===== config.mk =====
export PLATFORM = sky130hd
export DESIGN_NAME = key_scan
export DESIGN_NICKNAME = d
export VERILOG_FILES = /design/src/rtl/key_scan_pkg.sv /design/src/rtl/key_scan_tick.sv /design/src/rtl/key_scan.sv
export SDC_FILE = /design/constraint.sdc
export NUM_CORES = 1
export LEC_CHECK = 0
export ABC_AREA = 1
export CELL_PAD_IN_SITES_DETAIL_PLACEMENT = 2
export CELL_PAD_IN_SITES_GLOBAL_PLACEMENT = 2
export CORE_ASPECT_RATIO = 0.6
export CORE_MARGIN = 5
export CORE_UTILIZATION = 39
export CTS_CLUSTER_SIZE = 16
export DETAILED_ROUTE_END_ITERATION = 16
export DONT_BUFFER_PORTS = 1
export HOLD_SLACK_MARGIN = 0.12
export PLACE_DENSITY_LB_ADDON = 0.1
export SETUP_SLACK_MARGIN = 0.3
export SYNTH_ARGS = -nofsm -noshare
export SYNTH_HDL_FRONTEND = slang
export SYNTH_SLANG_ARGS = --single-unit
export TNS_END_PERCENT = 10

===== constraint.sdc =====
create_clock -name clk -period 7.3 [get_ports clk]
set_clock_uncertainty 0.1 [all_clocks]
set_input_delay 1.46 -clock clk [delete_from_list [all_inputs] [get_ports clk]]
set_output_delay 1.46 -clock clk [all_outputs]
set_load 0.02 [all_outputs]

===== src/rtl/key_scan_pkg.sv =====
// key_scan shared types and constants.
// Column drive patterns, FSM state types, sweep-result encoding.
package key_scan_pkg;

    typedef enum logic [1:0] {
        COL0,
        COL1,
        COL2,
        COL3
    } col_state_t;

    typedef enum logic {
        IDLE,
        PRESSED
    } deb_state_t;

    localparam logic [3:0] COL0_DRV = 4'b1110;
    localparam logic [3:0] COL1_DRV = 4'b1101;
    localparam logic [3:0] COL2_DRV = 4'b1011;
    localparam logic [3:0] COL3_DRV = 4'b0111;

    // Sweep result: bit 4 set means no key; above every real code,
    // so a plain less-than picks the lowest code.
    localparam logic [4:0] NONE = 5'b1_0000;

    function automatic logic [3:0] col_drive(input col_state_t s);
        logic [3:0] d;
        d = COL0_DRV;
        unique case (s)
            COL0: d = COL0_DRV;
            COL1: d = COL1_DRV;
            COL2: d = COL2_DRV;
            COL3: d = COL3_DRV;
        endcase
        return d;
    endfunction

endpackage


===== src/rtl/key_scan_tick.sv =====
// Column scan slot timer.
// Pulses scan_tick on the last cycle of each slot.
module key_scan_tick #(
    parameter int cnt_num = 250000
) (
    input  logic clk,
    input  logic rst_n,
    output logic scan_tick
);

    localparam logic [23:0] LAST = 24'(cnt_num - 1);

    logic [23:0] cnt;

    assign scan_tick = (cnt == LAST);

    // Free-running slot counter, wraps after the tick cycle.
    always_ff @(posedge clk) begin
        if (!rst_n) begin
            cnt <= '0;
        end else if (scan_tick) begin
            cnt <= '0;
        end else begin
            cnt <= cnt + 24'd1;
        end
    end

endmodule


===== src/rtl/key_scan.sv =====
// 4x4 matrix keypad scanner with sweep-level debounce.
// Emits a one-cycle flag and the key code on each accepted press.
module key_scan
    import key_scan_pkg::*;
#(
    parameter int cnt_num    = 250000,
    parameter int DEB_SWEEPS = 3
) (
    input  logic       clk,
    input  logic       rst_n,
    input  logic [3:0] row,
    output logic [3:0] col,
    output logic       flag,
    output logic [3:0] data
);

    localparam logic [3:0] DEB_MAX = 4'(DEB_SWEEPS);

    col_state_t col_state;
    col_state_t col_next;
    deb_state_t deb_state;
    deb_state_t deb_next;

    logic       scan_tick;
    logic       sweep_end;
    logic [4:0] slot_code;
    logic [4:0] base_min;
    logic [4:0] sweep_res;
    logic [4:0] sweep_min;
    logic [4:0] prev_res;
    logic [3:0] match_cnt;
    logic [3:0] match_nxt;
    logic       flag_nxt;
    logic [3:0] data_nxt;

    key_scan_tick #(
        .cnt_num(cnt_num)
    ) u_tick (
        .clk      (clk),
        .rst_n    (rst_n),
        .scan_tick(scan_tick)
    );

    assign col = col_drive(col_state);

    // Column rotation, advancing once per slot.
    always_comb begin
        col_next = col_state;
        if (scan_tick) begin
            unique case (col_state)
                COL0: col_next = COL1;
                COL1: col_next = COL2;
                COL2: col_next = COL3;
                COL3: col_next = COL0;
            endcase
        end
    end

    // Lowest code in this slot, running minimum and match count.
    always_comb begin
        slot_code = NONE;
        for (int r = 3; r >= 0; r--) begin
            if (!row[r]) begin
                slot_code = {1'b0, 2'(r), 2'(col_state)};
            end
        end
        base_min  = (col_state == COL0) ? NONE : sweep_min;
        sweep_res = (slot_code < base_min) ? slot_code : base_min;
        sweep_end = scan_tick && (col_state == COL3);
        if (sweep_res == prev_res) begin
            match_nxt = (match_cnt >= DEB_MAX) ? DEB_MAX
                                               : match_cnt + 4'd1;
        end else begin
            match_nxt = 4'd1;
        end
    end

    // Debounce FSM: press accepted or release confirmed at sweep end.
    always_comb begin
        deb_next = deb_state;
        flag_nxt = 1'b0;
        data_nxt = data;
        if (sweep_end && (match_nxt == DEB_MAX)) begin
            unique case (deb_state)
                IDLE: begin
                    if (sweep_res != NONE) begin
                        deb_next = PRESSED;
                        flag_nxt = 1'b1;
                        data_nxt = sweep_res[3:0];
                    end
                end
                PRESSED: begin
                    if (sweep_res == NONE) begin
                        deb_next = IDLE;
                    end
                end
            endcase
        end
    end

    // State, sweep bookkeeping and output registers.
    always_ff @(posedge clk) begin
        if (!rst_n) begin
            col_state <= COL0;
            deb_state <= IDLE;
            sweep_min <= NONE;
            prev_res  <= NONE;
            match_cnt <= 4'd0;
            flag      <= 1'b0;
            data      <= 4'd0;
        end else begin
            col_state <= col_next;
            deb_state <= deb_next;
            flag      <= flag_nxt;
            data      <= data_nxt;
            if (scan_tick) begin
                sweep_min <= sweep_res;
            end
            if (sweep_end) begin
                prev_res  <= sweep_res;
                match_cnt <= match_nxt;
            end
        end
    end

endmodule


==> results.md, run 1 <==
- The number of standard-cell rows in the floorplan is 23.
- 0 antenna diodes ended up in the layout.
- The start-to-end type of the worst setup path is in2reg.
- The antenna violation net count after detailed routing is 0.
- The synthesis warning total is 0.
- The number of buffers added on ports is 0.
- The class of the worst hold path is reg2reg.
- The synthesized design spends more area on one cell type than any other, namely sky130_fd_sc_hd__dfxtp_1.
- No sink is reached through more buffers than the 2 on the longest clock path.
- Clock-pin slew was measured on the worst setup and hold paths at 0.07 ns.
- From bottom edge to top edge, the die measures 73.6 microns.
- Synthesis produced a netlist whose cell count is 379.
- After routing, the total negative slack on setup checks comes to 0 ns.
- The post-CTS setup-driven buffer insertion count is 0.
- The area inside the core boundary is 0.00662 sq mm.
- The internal power is 422 uW.
- The die covers 0.00853 sq mm.
- Counting every net in the synthesized netlist gives 397.
- Summed over all cells, the static leakage comes to 0.00114 uW.
- The mean routed wirelength per cell is 18.3 microns.
- The tool flagged a number of max-cap violations equal to 0.
- The leading register cell type out of synthesis is sky130_fd_sc_hd__dfxtp_1.
- The H-tree generated during clock tree synthesis spans 2 levels.
- The number of hold buffers added after CTS was 0.
- In the post-synthesis netlist, the cell with the most instances is sky130_fd_sc_hd__inv_1.
- The initial DRC count is 142.
- IR analysis of the VDD net gives a maximum drop of 0.133 mV.
- Of the post-synthesis cell area, the dominant cell type holds 35.1%.
- The number of clock sinks is 46.
- Setup repair after global routing left no endpoint under its margin.
- The number of fill cells is 792.
- The number of detailed-routing iterations run before antenna repair is 4.
- The share of synthesized registers carrying an async set or reset is 0%.
- The number of vias after detailed routing is 2525.
- Per report_power, the combinational group accounts for 5.0% of the total.
- The clock buffer count from CTS is 5.
- Of the total power, registers draw 45.9%.
- The switching power share of the total is 23.3%.
- The number of antenna violations at the first check in global routing came to 0.
- The largest net degree at the start of global routing is 25.
- The share of final-layout standard cells stronger than drive strength 1 is 10.4%.
- The overall routing resource usage is 21.9%.
- The count of cells resized by post-cts repair is 0.
- Yosys attributes the largest share of cell area to sky130_fd_sc_hd__dfxtp_1 35%, sky130_fd_sc_hd__inv_1 9.0%, sky130_fd_sc_hd__nand2_1 8.9%, sky130_fd_sc_hd__nor2_1 7.1%, sky130_fd_sc_hd__ha_1 5.7%.
- Subtracting the final worst setup slack from the clock period gives 3.71 ns.
- After detailed routing, the number of vias per cell comes to 5.35.
- The final standard cell utilization of the core is 43.7%.
- The share of power burned in the clock network is 49.0%.
- The transition time at the pin with the least slew margin is 0.567 ns.
- The source-to-sink clock delay at the later pin of the worst-skew pair is 0.30 ns.
- The kind of start point of the critical path is an input pin.
- At the end of routability-driven placement, the weighted congestion stood at 0.852.
- The total number of nets in the final design is 402.
- The maximum clock rate is 270 MHz.
- The final number of hold-violating endpoints came to 0.
- Power spread over the standard cell area amounts to 190 mW/mm^2.
- Setup violations remaining at the end of the flow were counted as 0.
- Counting flops with a built-in enable in the synthesized netlist gives 0.
- The cell sitting at the root of the clock tree is a sky130_fd_sc_hd__clkbuf_16.
- The boundary pin count is 15.
- The detailed placement HPWL is 6440 microns.
- The maximum net fanout on the critical path is 10.
- The first-pass GRT wire length is 14300 microns.
- The type of element capturing the critical path is a flip-flop.
- The flop and latch count out of synthesis is 46.
- The sequential share of the synthesized area is 35.1%.
- The commonest cells after synthesis are 63 x sky130_fd_sc_hd__inv_1, 62 x sky130_fd_sc_hd__nand2_1, 50 x sky130_fd_sc_hd__nor2_1.
- After layout, the worst path uses 50.8% of the clock period.
- The die width is 116 microns.
- The mapped netlist covers 0.00263 sq mm.
- The clock tree from TritonCTS is yes.
- The number of distinct library cell variants in the gate-level netlist after synthesis is 31.
- At the worst endpoint, the required time is 7.42 ns.
- The average instance in the mapped netlist occupies 6.93 sq um.
- The worst register-to-register path has a depth of 14.
- The net switching power is 129 uW.
- The number of global-route vias before repair is 2729.
- After global routing the overflow that remains totals 0.
- The run finished with clean final reports.
- The DRC violation count after routing is 0.
- After detailed routing, the total wire length is 8640 microns.
- The worst hold path was traced through 2 stages.
- The initial utilization of the core area, before any placement, comes to 39.7%.
- Relative to the synthesized area, the layout overhead comes to 10.2%.
- For the worst setup path, the data arrival time is 3.83 ns.
- Headroom to the max-slew limit came out at 61.8%.
- The number of max-slew violations in the final report is 0.
per-stage QoR:
step                std cells  worst slack (ns)  hold WS (ns)  area (sq um)  power [uW]
floorplan                 379              3.81         0.315          2630         279
global placement          464              3.38         0.324          2730         285
detailed placement        464              3.30         0.351          2730         286
CTS                       472              3.57         0.365          2890         554
global route              472              3.31         0.383          2890         571
finish                    472              3.59         0.359          2890         551
placed cells by master (no fill, tap or decap), types with 2 or more instances in the layout:
cell type,netlist,routed
sky130_fd_sc_hd__ha_1,12,12
sky130_fd_sc_hd__dfxtp_1,46,46
sky130_fd_sc_hd__nor2_1,50,50
sky130_fd_sc_hd__a21oi_1,23,23
sky130_fd_sc_hd__nor3b_1,2,2
sky130_fd_sc_hd__nand2_4,3,3
sky130_fd_sc_hd__xor2_1,4,4
sky130_fd_sc_hd__clkbuf_16,0,5
sky130_fd_sc_hd__o22ai_1,4,4
sky130_fd_sc_hd__nand3b_1,2,2
sky130_fd_sc_hd__nand4_1,9,9
sky130_fd_sc_hd__nand2_1,62,62
sky130_fd_sc_hd__nand3_1,27,27
sky130_fd_sc_hd__nor2_2,7,7
sky130_fd_sc_hd__nor3_2,2,2
sky130_fd_sc_hd__nor3_4,2,2
sky130_fd_sc_hd__nand3_2,2,2
sky130_fd_sc_hd__nand2_2,11,11
sky130_fd_sc_hd__o21ai_0,15,15
sky130_fd_sc_hd__inv_1,63,63
sky130_fd_sc_hd__nor4_1,12,12
sky130_fd_sc_hd__clkinv_1,2,2
sky130_fd_sc_hd__nor3_1,10,10
cells by family (layout without fill, tap and decap cells):
| kind of cell | after synthesis | count (layout) | share of synthesized area (%) |
|---|---|---|---|
| xor+xnor | 4 | 4 | 1.33 |
| fa+ha+maj | 12 | 12 | 5.72 |
| compound gates | 45 | 45 | 9.01 |
| simple gates | 204 | 204 | 38.9 |
| buf+inv | 68 | 74 | 9.91 |
| flops | 46 | 46 | 35.1 |
final cells by class:
| type | instances | area (sq um) | share of cell area, % |
|---|---|---|---|
| Multi-Input combinational cell | 265 | 1440 | 49.9 |
| Tap cell | 87 | 109 | 3.76 |
| Clock buffer | 5 | 125 | 4.32 |
| Inverter | 65 | 244 | 8.43 |
| Clock inverter | 3 | 43.8 | 1.51 |
| Timing Repair Buffer | 1 | 7.51 | 0.259 |
| Sequential cell | 46 | 921 | 31.8 |
flip-flops by register name (all words and copies together), names as in the netlist:
register / count
sweep_min: 5
data: 4
deb_state: 1
prev_res: 5
u_tick.cnt: 24
match_cnt: 4
flag: 1
col_state: 2
path summary, 6_finish.rpt:
path                        to    startpoint  slack [ns]
hold / removal    match_cnt[3]  match_cnt[3]        0.36
setup reg to reg     deb_state  col_state[0]        3.90
setup / recovery     deb_state        row[2]        3.59
hold reg to reg   match_cnt[3]  match_cnt[3]        0.36
critical path: stages:
cell	delay [ns]
sky130_fd_sc_hd__nand2_2	0.06
sky130_fd_sc_hd__nor2_2	0.21
sky130_fd_sc_hd__nor2_1	0.11
sky130_fd_sc_hd__ha_1	0.29
sky130_fd_sc_hd__nand2_1	0.05
sky130_fd_sc_hd__nor2_1	0.21
sky130_fd_sc_hd__nand2_4	0.14
sky130_fd_sc_hd__nand2_4	0.15
sky130_fd_sc_hd__nand2_1	0.07
sky130_fd_sc_hd__nand2_1	0.12
sky130_fd_sc_hd__nand2_1	0.07
sky130_fd_sc_hd__nand2_1	0.09
sky130_fd_sc_hd__inv_1	0.06
sky130_fd_sc_hd__nor2_2	0.12
sky130_fd_sc_hd__nand4_1	0.12
sky130_fd_sc_hd__nor2_1	0.20
sky130_fd_sc_hd__o21ai_0	0.14
sky130_fd_sc_hd__a21oi_1	0.16
metal layers:
metal	global-route usage [%]	up-vias	wire length [microns]
met1	31.1	1243	4460
met2	34.3	36	3740
met3	5.19	7	378
met4	4.12	0	66
li1	-	1239	-
met5	0	-	0
power by group through the flow:
stage	logic, uW	registers (uW)	clock network (uW)
after global placement	26.0	259	0
after global routing	31.0	253	287
final	27.6	253	270
after CTS	27.9	253	273
after floorplan	20.2	259	0
after detailed placement	27.3	259	0
Note: power is estimated with default switching activity, not from simulation.
==> inputs of run 2 (changes only) <==
--- a/config.mk
+++ b/config.mk
@@ -10,7 +10,7 @@
 export CELL_PAD_IN_SITES_GLOBAL_PLACEMENT = 2
 export CORE_ASPECT_RATIO = 0.6
 export CORE_MARGIN = 5
-export CORE_UTILIZATION = 39
+export CORE_UTILIZATION = 32
 export CTS_CLUSTER_SIZE = 16
 export DETAILED_ROUTE_END_ITERATION = 16
 export DONT_BUFFER_PORTS = 1
==> constraint.sdc (replaced) <==
create_clock -name clk -period 3.1 [get_ports clk]
set_clock_uncertainty 0.1 [all_clocks]
set_input_delay 0.62 -clock clk [delete_from_list [all_inputs] [get_ports clk]]
set_output_delay 0.62 -clock clk [all_outputs]
set_load 0.02 [all_outputs]
==> run 2 against run 1 <==
Net effect:
- clock power rose by 110%
- sequential power rose by 140%
- design area rose by 18%
- total power rose by 130%
- highest routed layer unchanged
- critical endpoint is now data[3]
- combinational power rose to 3.7 times the previous value
==> results.md, run 2 (same netlist as run 1, synthesis figures left out) <==
- The run finished with clean final reports.
- The source-to-sink clock delay at the later pin of the worst-skew pair is 0.30 ns (about the same).
- The number of H-tree levels came to 2 (unchanged).
- The largest net degree at the start of global routing is 17 (-32%).
- The global route total overflow is 0 (unchanged).
- In the final layout, the registers with the most flip-flops are u_tick.cnt: 24 flops, prev_res: 5 flops, sweep_min: 5 flops.
- The worst-case vdd ir drop is 0.205 mV (+55%).
- The setup violation total in the final timing report is 0 (unchanged).
- The number of flip-flops under the largest register name is 24 (unchanged).
- The number of detailed-routing iterations run before antenna repair is 4 (unchanged).
- The multi-input combinational cell area came to 0.00172 sq mm (+19%).
- The die boundary height is 80.2 microns (+9.0%).
- The kind of start point of the critical path is a flip-flop.
- The cell area after placement was 0.00281 sq mm (+3.2%).
- The detailed placement HPWL is 6650 microns (+3.3%).
- The area of the die is 0.0102 sq mm (+19%).
- The area inside the core boundary is 0.00795 sq mm (+20%).
- The clock edge transition at the registers on the reported setup and hold paths is 0.07 ns (about the same).
- The critical path data required time is 3.19 ns (-4.23 ns).
- The worst slew margin relative to its limit is 59.0% (-2.8 points).
- The start of the worst register-to-register path is col_state[1].
- The overall routing resource usage is 18.6% (-3.3 points).
- The initial DRC count is 93 (-35%).
- The power per cell area was 371 mW/mm^2 (+95%).
- The number of standard-cell rows in the floorplan is 25 (+8.7%).
- TritonCTS built the clock tree.
- The number of buffers added on ports is 0 (unchanged).
- The final number of hold-violating endpoints is 0 (unchanged).
- The start-to-end type of the worst setup path is reg2reg.
- The origin of the worst min-delay path is rst_n.
- The clock buffer count from CTS is 5 (unchanged).
- The clock tree root driver cell is sky130_fd_sc_hd__clkbuf_16.
- The post-route cell area is 0.00342 sq mm (+18%).
- The number of global-route vias before repair is 2766 (+1.4%).
- The number of diodes added for antenna fixing was 0 (unchanged).
- The boundary pin count is 15 (unchanged).
- The maximum net fanout on the critical path is 7 (-3).
- The class of the worst hold path is in2reg.
- The final weighted congestion in routability-driven placement is 0.758 (-11%).
- The area occupied by registers is 923 sq um (+0.27%).
- The total number of nets in the final design came to 433 (+7.7%).
- The worst flop-to-flop path endpoint is data[3].
- The number of max-slew violations in the final report is 0 (unchanged).
- u_tick.cnt holds more flip-flops than any other register.
- The number of clock sinks is 46 (unchanged).
- The path depth of the worst reg2reg path is 19 (+5).
- The end point of the most critical hold path is data[0].
- The type of element capturing the critical path is a flip-flop.
- The mean routed wirelength per cell is 20.0 microns (+9.3%).
- The area growth from synthesis to layout is 30.4%.
- The starting density of the core is 33.0% (-6.6 points).
- The transition time at the pin with the least slew margin is 0.610 ns (+0.0423 ns).
- The library cells used most frequently in the layout, excluding fill and tap cells, are 57 x sky130_fd_sc_hd__inv_1, 46 x sky130_fd_sc_hd__nand2_1, 44 x sky130_fd_sc_hd__dfxtp_1, 40 x sky130_fd_sc_hd__nor2_1, 28 x sky130_fd_sc_hd__buf_4.
- The share of final-layout standard cells stronger than drive strength 1 was 29.3% (+19 points).
- The antenna violation net count after detailed routing is 0 (unchanged).
- The number of vias after detailed routing is 2720 (+7.7%).
- The hold-fix buffer count after cts is 0 (unchanged).
- The arrival time at the worst endpoint is 2.99 ns (-0.84 ns).
- The final cell count without fillers was 524 (+11%).
- Dividing the final minimum period by the clock period gives 93.4%.
- The total placed cells including tap cells was 493 (+6.3%).
- Setup repair after global routing could not meet its margin everywhere.
- The ratio of routed vias to standard cells was 5.19 (-3.0%).
- The maximum clock rate is 345 MHz.
- The die width came to 127 microns (+9.5%).
- The leakage component of the power is 0.00133 uW (+17%).
- The routed design could run at a clock period as short as 2.90 ns.
- The DRC violation count after routing is 0 (unchanged).
- The number of maximum-capacitance constraint violations is 0 (unchanged).
- The number of cells on the worst hold path is 2 (unchanged).
- The final wirelength is 10500 microns (+21%).
- The number of fill cells is 937 (+18%).
- The worst-case clock buffer depth is 2 (unchanged).
- The slack of the worst reg-to-reg path is 0.20 ns (-3.70 ns).
- The first-pass GRT wire length is 15000 microns (+4.6%).
- The number of antenna violations at the first check in global routing is 0 (unchanged).
- The commonest non-fill, non-tap cell in the layout is sky130_fd_sc_hd__inv_1.
-- run 2: cell count changes in the layout (fill, tap and decap cells not counted), moves of 10 or more --
cell                      delta
sky130_fd_sc_hd__nor2_1     -10
sky130_fd_sc_hd__nand2_1    -16
sky130_fd_sc_hd__buf_4      +27
sky130_fd_sc_hd__nand3_1    -10
sky130_fd_sc_hd__nand3_2    +10
sky130_fd_sc_hd__nand2_2    +11
-- run 2: stage by stage --
stage	util, %	hold slack, ns	total power (uW)	setup TNS (ns)	setup WS [ns]
after CTS	39.7	0.338	1250	0	0.306
after detailed placement	35.4	0.333	679	-0.181	-0.0543
final	43.1	0.338	1270	0	0.204
after floorplan	-	0.315	657	0	0.328
after global placement	35.4	0.327	676	0	0.0630
after global routing	43.1	0.337	1320	0	0.0625
-- run 2: power breakdown --
group          internal (uW)  switching, uW
logic                   35.9           66.2
registers                594           2.17
clock network            320            251
total                    950            319
-- run 2: critical path: stages (launching register included) --
cell	delay (ns)
sky130_fd_sc_hd__dfxtp_2	0.34
sky130_fd_sc_hd__inv_2	0.05
sky130_fd_sc_hd__ha_4	0.21
sky130_fd_sc_hd__nor2_4	0.14
sky130_fd_sc_hd__inv_2	0.07
sky130_fd_sc_hd__ha_4	0.26
sky130_fd_sc_hd__a21oi_4	0.17
sky130_fd_sc_hd__nor2_4	0.05
sky130_fd_sc_hd__nor2_4	0.14
sky130_fd_sc_hd__buf_6	0.17
sky130_fd_sc_hd__nand2_8	0.09
sky130_fd_sc_hd__nand2_2	0.10
sky130_fd_sc_hd__nand2_4	0.07
sky130_fd_sc_hd__buf_4	0.14
sky130_fd_sc_hd__nand3_2	0.09
sky130_fd_sc_hd__nor2_1	0.05
sky130_fd_sc_hd__nor2_2	0.15
sky130_fd_sc_hd__nand4_4	0.18
sky130_fd_sc_hd__nor2_1	0.15
sky130_fd_sc_hd__nor2_1	0.06
-- run 2: final cells by class --
class	instances	area share, %
multi-input cells	266	50.4
flip-flops and latches	46	27.0
repair buffers	31	7.13
inverters	65	7.13
clock buffers	6	4.06
well taps	108	3.95
clock inverters	2	0.366
-- run 2: worst max-delay path by stage --
stage	start	end	slack [ns]	depth (start not counted)
6_report	col_state[1]	data[3]	0.20	19
5_1_grt	col_state[1]	data[1]	0.06	20
3_5_place_dp	row[3]	data[3]	-0.05	18
4_1_cts	col_state[0]	deb_state	0.31	19
3_3_place_gp	row[3]	data[3]	0.06	18
2_1_floorplan	col_state[0]	data[0]	0.33	17
-- run 2: timing repair --
item,CTS,global route
setup endpoints to repair,8,9
resized for setup,35,39
gates cloned,0,1
buffers inserted,8,14
pin swaps,16,26
-- run 2: routing by layer --
metal / track usage [%] / wire length [microns]
met5: 0 / 0
met4: 2.89 / 131
met3: 3.39 / 231
met2: 27.8 / 4760
met1: 28.0 / 5360
